==> config.mk <==
export PLATFORM = sky130hd
export DESIGN_NAME = inst_fetch_flat
export DESIGN_NICKNAME = d
export VERILOG_FILES = /design/src/rtl/inst_fetch_pkg.sv /design/src/rtl/inst_fetch_if.sv /design/src/rtl/inst_fetch_fifo.sv /design/src/rtl/inst_fetch.sv /design/src/flat_wrapper.sv
export SDC_FILE = /design/constraint.sdc
export NUM_CORES = 1
export LEC_CHECK = 0
export ABC_AREA = 1
export BUFFER_PORTS_ARGS = -buffer_cell sky130_fd_sc_hd__buf_2
export CAP_MARGIN = 10
export CORE_UTILIZATION = 50
export CTS_CLUSTER_DIAMETER = 200
export CTS_CLUSTER_SIZE = 14
export DETAILED_ROUTE_END_ITERATION = 6
export GPL_TIMING_DRIVEN = 0
export PLACE_DENSITY = 0.69
export SLEW_MARGIN = 20
export SYNTH_ARGS = -nofsm -noshare
export SYNTH_HDL_FRONTEND = slang
export SYNTH_SLANG_ARGS = --single-unit
==> constraint.sdc <==
create_clock -name clk -period 11.6 [get_ports clk]
set_input_delay 0.58 -clock clk [delete_from_list [all_inputs] [get_ports clk]]
set_output_delay 0.58 -clock clk [all_outputs]
set_load 0.005 [all_outputs]
==> src/rtl/inst_fetch_pkg.sv <==
// Shared definitions for the instruction fetch stage: FSM encodings,
// default reset vector and the word-alignment helper.
package inst_fetch_pkg;

    typedef enum logic [1:0] {
        IF_RESET = 2'd0,
        IF_FETCH = 2'd1,
        IF_FLUSH = 2'd2
    } if_state_e;

    localparam logic [31:0] DEFAULT_RESET_PC = 32'h0000_0000;
    localparam int unsigned IF_ENTRY_W       = 64;

    function automatic logic [31:0] align_word(input logic [31:0] addr);
        return {addr[31:2], 2'b00};
    endfunction

endpackage

==> src/rtl/inst_fetch_if.sv <==
// Fetch-stage bus bundle: instruction memory request/response, redirect
// input from execute and the {instr, pc} handoff to decode.
interface inst_fetch_if;

    logic        imem_req_valid;
    logic [31:0] imem_req_addr;
    logic        imem_req_ready;
    logic        imem_rsp_valid;
    logic [31:0] imem_rsp_data;
    logic        redirect_valid;
    logic [31:0] redirect_pc;
    logic        if_valid;
    logic        if_ready;
    logic [31:0] if_instr;
    logic [31:0] if_pc;

    modport master (
        output imem_req_valid, imem_req_addr,
        input  imem_req_ready, imem_rsp_valid, imem_rsp_data,
        input  redirect_valid, redirect_pc,
        output if_valid, if_instr, if_pc,
        input  if_ready
    );

    modport slave (
        input  imem_req_valid, imem_req_addr,
        output imem_req_ready, imem_rsp_valid, imem_rsp_data,
        output redirect_valid, redirect_pc,
        input  if_valid, if_instr, if_pc,
        output if_ready
    );

endinterface

==> src/rtl/inst_fetch_fifo.sv <==
// In-order fetch buffer holding {pc, instr}; flush empties it and overrides
// any same-cycle push or pop. Head is visible one cycle after the push.
module inst_fetch_fifo
    import inst_fetch_pkg::*;
#(
    parameter int unsigned DEPTH = 2,
    parameter int unsigned WIDTH = IF_ENTRY_W,
    localparam int unsigned PW   = (DEPTH > 1) ? $clog2(DEPTH) : 1,
    localparam int unsigned CW   = $clog2(DEPTH + 1)
) (
    input  logic             clk,
    input  logic             rst_n,
    input  logic             i_push,
    input  logic             i_pop,
    input  logic             i_flush,
    input  logic [WIDTH-1:0] i_data,
    output logic [CW-1:0]    o_count,
    output logic             o_empty,
    output logic [WIDTH-1:0] o_head
);

    localparam logic [CW-1:0] FULL_CNT = CW'(DEPTH);
    localparam logic [PW-1:0] LAST_PTR = PW'(DEPTH - 1);

    logic [WIDTH-1:0] r_mem [DEPTH];
    logic [PW-1:0]    r_rd_ptr;
    logic [PW-1:0]    r_wr_ptr;
    logic [CW-1:0]    r_count;
    logic             w_do_push;
    logic             w_do_pop;

    function automatic logic [PW-1:0] ptr_inc(input logic [PW-1:0] p);
        return (p == LAST_PTR) ? '0 : p + 1'b1;
    endfunction

    // A push into a full buffer is dropped unless the head leaves the same cycle.
    assign w_do_pop  = i_pop && (r_count != '0);
    assign w_do_push = i_push && ((r_count != FULL_CNT) || w_do_pop);

    always_ff @(posedge clk or negedge rst_n) begin
        if (!rst_n) begin
            r_rd_ptr <= '0;
            r_wr_ptr <= '0;
            r_count  <= '0;
        end else if (i_flush) begin
            r_rd_ptr <= '0;
            r_wr_ptr <= '0;
            r_count  <= '0;
        end else begin
            if (w_do_push) r_wr_ptr <= ptr_inc(r_wr_ptr);
            if (w_do_pop)  r_rd_ptr <= ptr_inc(r_rd_ptr);
            if (w_do_push && !w_do_pop)      r_count <= r_count + 1'b1;
            else if (w_do_pop && !w_do_push) r_count <= r_count - 1'b1;
        end
    end

    always_ff @(posedge clk) begin
        if (w_do_push && !i_flush) r_mem[r_wr_ptr] <= i_data;
    end

    assign o_count = r_count;
    assign o_empty = (r_count == '0);
    assign o_head  = r_mem[r_rd_ptr];

endmodule

==> src/rtl/inst_fetch.sv <==
// Instruction fetch stage: PC ownership, credit-limited request issue,
// in-order response capture and redirect flushing.
module inst_fetch
    import inst_fetch_pkg::*;
#(
    parameter logic [31:0] RESET_PC = DEFAULT_RESET_PC,
    parameter int unsigned DEPTH    = 2
) (
    input logic          clk,
    input logic          rst_n,
    inst_fetch_if.master bus
);

    localparam int unsigned CW = $clog2(DEPTH + 1);
    localparam int unsigned SW = CW + 1;

    if_state_e     r_state;
    if_state_e     w_state_next;
    logic [31:0]   r_pc;
    logic [31:0]   r_rsp_pc;
    logic [CW-1:0] r_outstanding;
    logic [CW-1:0] r_discard;
    logic [CW-1:0] w_outstanding_next;
    logic [CW-1:0] w_discard_next;

    logic [CW-1:0] w_count;
    logic          w_empty;
    logic [63:0]   w_head;

    logic [31:0]   w_target;
    logic          w_redirect;
    logic          w_pop;
    logic          w_push;
    logic          w_accept;
    logic          w_rsp_keep;
    logic          w_rsp_drop;
    logic          w_req_valid;
    logic [SW-1:0] w_credit_used;

    assign w_target   = align_word(bus.redirect_pc);
    assign w_redirect = bus.redirect_valid && (r_state != IF_RESET);
    assign w_pop      = !w_empty && bus.if_ready;
    assign w_rsp_keep = bus.imem_rsp_valid && (r_discard == '0);
    assign w_rsp_drop = bus.imem_rsp_valid && (r_discard != '0);
    assign w_push     = w_rsp_keep && !w_redirect;
    assign w_accept   = w_req_valid && bus.imem_req_ready;

    // Buffered plus in-flight words may never exceed the buffer depth, so a
    // returning response always finds a free slot.
    assign w_credit_used      = SW'(w_count) + SW'(r_outstanding) - SW'(w_pop);
    assign w_outstanding_next = r_outstanding + CW'(w_accept) - CW'(bus.imem_rsp_valid);

    always_comb begin
        w_state_next   = r_state;
        w_req_valid    = 1'b0;
        w_discard_next = r_discard;
        if (w_rsp_drop) w_discard_next = r_discard - 1'b1;
        case (r_state)
            IF_RESET: w_state_next = IF_FETCH;
            IF_FETCH: w_req_valid  = !w_redirect && (w_credit_used < SW'(DEPTH));
            IF_FLUSH: if (w_discard_next == '0) w_state_next = IF_FETCH;
            default:  w_state_next = IF_RESET;
        endcase
        // Everything still in flight after this edge belongs to the old path.
        if (w_redirect) begin
            w_discard_next = w_outstanding_next;
            w_state_next   = (w_outstanding_next != '0) ? IF_FLUSH : IF_FETCH;
        end
    end

    always_ff @(posedge clk or negedge rst_n) begin
        if (!rst_n) begin
            r_state       <= IF_RESET;
            r_pc          <= RESET_PC;
            r_rsp_pc      <= RESET_PC;
            r_outstanding <= '0;
            r_discard     <= '0;
        end else begin
            r_state       <= w_state_next;
            r_outstanding <= w_outstanding_next;
            r_discard     <= w_discard_next;
            if (w_redirect) begin
                r_pc     <= w_target;
                r_rsp_pc <= w_target;
            end else begin
                if (w_accept)   r_pc     <= r_pc + 32'd4;
                if (w_rsp_keep) r_rsp_pc <= r_rsp_pc + 32'd4;
            end
        end
    end

    inst_fetch_fifo #(
        .DEPTH (DEPTH),
        .WIDTH (IF_ENTRY_W)
    ) u_fifo (
        .clk     (clk),
        .rst_n   (rst_n),
        .i_push  (w_push),
        .i_pop   (w_pop),
        .i_flush (w_redirect),
        .i_data  ({r_rsp_pc, bus.imem_rsp_data}),
        .o_count (w_count),
        .o_empty (w_empty),
        .o_head  (w_head)
    );

    assign bus.imem_req_valid = w_req_valid;
    assign bus.imem_req_addr  = r_pc;
    assign bus.if_valid       = !w_empty;
    assign bus.if_instr       = w_empty ? 32'h0 : w_head[31:0];
    assign bus.if_pc          = w_empty ? 32'h0 : w_head[63:32];

endmodule

==> src/flat_wrapper.sv <==
// flat-port wrapper written by rule: the top's interface ports become plain ports
module inst_fetch_flat import inst_fetch_pkg::*;
#(
    parameter logic [31:0] RESET_PC = DEFAULT_RESET_PC,
    parameter int unsigned DEPTH    = 2
)
  (clk, rst_n, bus_imem_req_valid, bus_imem_req_addr, bus_imem_req_ready, bus_imem_rsp_valid, bus_imem_rsp_data, bus_redirect_valid, bus_redirect_pc, bus_if_valid, bus_if_instr, bus_if_pc, bus_if_ready);
  inst_fetch_if bus_i ();
  input logic clk;
  input logic rst_n;
  output wire logic [$bits(bus_i.imem_req_valid)-1:0] bus_imem_req_valid;
  output wire logic [$bits(bus_i.imem_req_addr)-1:0] bus_imem_req_addr;
  input wire logic [$bits(bus_i.imem_req_ready)-1:0] bus_imem_req_ready;
  input wire logic [$bits(bus_i.imem_rsp_valid)-1:0] bus_imem_rsp_valid;
  input wire logic [$bits(bus_i.imem_rsp_data)-1:0] bus_imem_rsp_data;
  input wire logic [$bits(bus_i.redirect_valid)-1:0] bus_redirect_valid;
  input wire logic [$bits(bus_i.redirect_pc)-1:0] bus_redirect_pc;
  output wire logic [$bits(bus_i.if_valid)-1:0] bus_if_valid;
  output wire logic [$bits(bus_i.if_instr)-1:0] bus_if_instr;
  output wire logic [$bits(bus_i.if_pc)-1:0] bus_if_pc;
  input wire logic [$bits(bus_i.if_ready)-1:0] bus_if_ready;
  assign bus_imem_req_valid = bus_i.imem_req_valid;
  assign bus_imem_req_addr = bus_i.imem_req_addr;
  assign bus_i.imem_req_ready = bus_imem_req_ready;
  assign bus_i.imem_rsp_valid = bus_imem_rsp_valid;
  assign bus_i.imem_rsp_data = bus_imem_rsp_data;
  assign bus_i.redirect_valid = bus_redirect_valid;
  assign bus_i.redirect_pc = bus_redirect_pc;
  assign bus_if_valid = bus_i.if_valid;
  assign bus_if_instr = bus_i.if_instr;
  assign bus_if_pc = bus_i.if_pc;
  assign bus_i.if_ready = bus_if_ready;
  inst_fetch #(.RESET_PC(RESET_PC), .DEPTH(DEPTH)) u_core (.clk(clk), .rst_n(rst_n), .bus(bus_i));
endmodule
==> run metrics <==
simple-gate area share of the yosys netlist=27.95%; post-cts sizing count=0; Synth Register Bits=194; CP Launch Type=register; Yosys Warn Count=0; count of buffers from port buffering=161; Syn Area/Cell=8.432 um2; Final nets=1420; CTS Buf Count=17; Initial Utilization=51.50%; mux cell area share after synthesis=0%; DRT Pass-1 Iters=6; CTS tree=yes; WL/cell=15.31 um; largest net degree at the start of global routing=37; CP required=11900 ps; drt via density=5.134; fmax=258.0 MHz; I/O pin count=168; post-synth cell types=37; Setup TNS=0 ps; Setup CP Type=reg2reg; Fill cells=1690; Core Box Area=0.01889 mm2; number of max-cap violations=0; H-tree levels=4; Tmin final=3875 ps; Final HPWL DP=18640 um; worst-path maximum fanout=10; gr usage total=25.70%; worst slew pin tran=766.6 ps; CP endpoint kind=register; area grow syn2layout=18.81%; total power=2.811 mW; number of remaining DRC errors=0; final clock skew=~16 ps; Final Hold Vio Count=0; Synth Instances=1154; die area=between 0.02 and 0.025 mm2; Worst VDD drop=0.0001093 V; placed cell areas=0.01099 mm2; post-synth top area share=between 30% and 40%; Power Density=roughly 240 mW/mm2; top cell type by total area after synthesis=edfxtp_1; Synth Area in Adders=1.106%; drt total wl=24730 um; P_leak=slightly above 5 nW; clock latency on the worst-skew pair=430 ps; via count=8292; RSZ-0062 raised after global routing=false; clock slew at reported path FFs=70 ps; vias in the first global route=7610; Arr. time, crit path=roughly 4200 ps; Final ANT Viol Nets=0; postcts setup bufs=0; Iteration-0 DRC Markers=577; worst hold slack=roughly 110 ps; ratio of final minimum period to clock period=33.41%; DIE HEIGHT=141.5 um; design area=0.01156 mm2; Clk Tree Root Cell=clkbuf_16; Inst Count DP=1583; non-filler cells, final=1615; Max Buffers Root-to-Sink=2; Rel. slew slack=48.35%; sequential area share after synthesis=56.27%; Slew Limit Fails=0; Sink Count=between 150 and 200; Finish-stage setup viols=0; min-delay worst type=in2async; ANT cells=0; r2r setup slk=7720 ps; GRT Residual Overflow=0; most frequent cells in the layout=nand2_1 (422), buf_2 (168), nor2_1 (130); FP Rows=50; largest family of logic cells by synthesized area=simple AND/OR/NAND/NOR gates; run status=finished, final reports clean; placer congestion estimate=about 0.95; hold_buf cts=0; first-pass GRT wire length=38970 um; layout cells sized above 1=between 10% and 20%; top post-synthesis cells by area=edfxtp_1 (38%), dfrtp_1 (18%), nand2_1 (16%), nor2_1 (5.1%), a21oi_1 (4.7%); antenna violations before repair=0; Die X-Extent=141.5 um; Mapped Area=0.009731 mm2; Post-Synth XOR/XNOR Area=less than 1%; most common cell after layout, fill and taps aside=nand2_1; Compound-Gate Fraction of Synth Area=7.586%
cell usage after synthesis:
library cell,count
o221ai_1,1
inv_2,9
o21ai_1,10
o211ai_1,5
nand3b_2,1
nand2_2,4
dfrtp_1,70
nor2_2,14
a31oi_1,8
nand2_4,1
nor2_1,132
xnor2_1,4
buf_1,2
buf_4,10
nor2_4,4
nand3_1,66
o311ai_0,1
buf_6,4
or2_2,1
xor2_1,5
nor3_2,1
o21bai_1,5
a22oi_1,2
nand4_1,6
buf_2,8
clkbuf_1,20
o21ai_0,15
nand2_1,422
nand3b_1,4
edfxtp_1,124
inv_1,88
a21oi_1,91
fa_1,1
nor3_4,1
ha_1,7
conb_1,1
nor3_1,6
critical path: stages (launching register included):
cell and delay [ps]:
dfrtp_1 430, nor2_2 440, inv_2 60, nand2_1 120, inv_1 70, ha_1 260
or2_2 300, fa_1 480, inv_1 40, nor2_1 90, nand2_1 140, nor3_4 360
buf_6 220, ha_1 170, xor2_1 170, xnor2_1 170, inv_1 80, nand2_1 60
o21ai_0 80
through the flow:
step	utilization, %	setup WS (ps)
floorplan	-	7445
global placement	57.55	5734
detailed placement	58.17	7683
CTS	61.19	7669
global route	61.19	7396
finish	61.19	7725
flip-flops by register name, indices dropped and copies added (netlist names):
| signal | cells |
|---|---|
| u_core.u_fifo.r_mem | 124 |
| u_core.bus.imem_req_addr | 30 |
| u_core.r_rsp_pc | 30 |
| u_core.r_discard | 2 |
| u_core.r_outstanding | 2 |
| u_core.r_state | 2 |
| u_core.u_fifo.o_count | 2 |
| u_core.u_fifo.r_rd_ptr | 1 |
| u_core.u_fifo.r_wr_ptr | 1 |
power by group:
part	total, mW	internal [mW]	leakage [nW]	switching, mW
Clock	0.557	0.285	0.280	0.272
Sequential	1.15	0.949	1.96	0.199
Combinational	1.11	0.413	2.93	0.693
path summary, 6_finish.rpt:
check | startpoint | end | depth (start not counted)
setup / recovery | u_core.u_fifo.o_count[0] | u_core.r_discard[1] | 18
hold / removal | rst_n | u_core.bus.imem_req_addr[30] | 1
setup reg to reg | u_core.u_fifo.o_count[0] | u_core.r_discard[1] | 18
hold reg to reg | u_core.u_fifo.o_count[0] | u_core.u_fifo.o_count[0] | 1
max in group asynchronous | rst_n | u_core.u_fifo.o_count[0] | 2
min in group clk | bus_imem_rsp_data[31] | u_core.u_fifo.r_mem[0][31] | 1
per-layer routing:
| metal | vias to the layer above | wire, um | track usage (%) |
|---|---|---|---|
| li1 | 4132 | - | - |
| met1 | 3811 | 10580 | 33.09 |
| met2 | 306 | 11730 | 43.12 |
| met3 | 43 | 1698 | 4.927 |
| met4 | 0 | 716 | 9.960 |
| met5 | - | 0 | 0 |
area by class of cell:
type	instances	area, um2	area share [%]
Inverter	97	364.1	3.149
Multi-Input combinational cell	822	3675	31.79
Buffer	44	242.7	2.100
Clock buffer	18	429.2	3.712
Clock inverter	14	141.4	1.223
Timing Repair Buffer	166	908.4	7.857
Tap cell	260	325.3	2.814
Sequential cell	194	5475	47.36
cell families after synthesis:
group | after synthesis
simple gates | 663
compound gates | 138
fa+ha+maj | 8
flops | 194
xor+xnor | 9
other cells | 1
buf+inv | 141
Note: power is estimated with default switching activity, not from simulation.
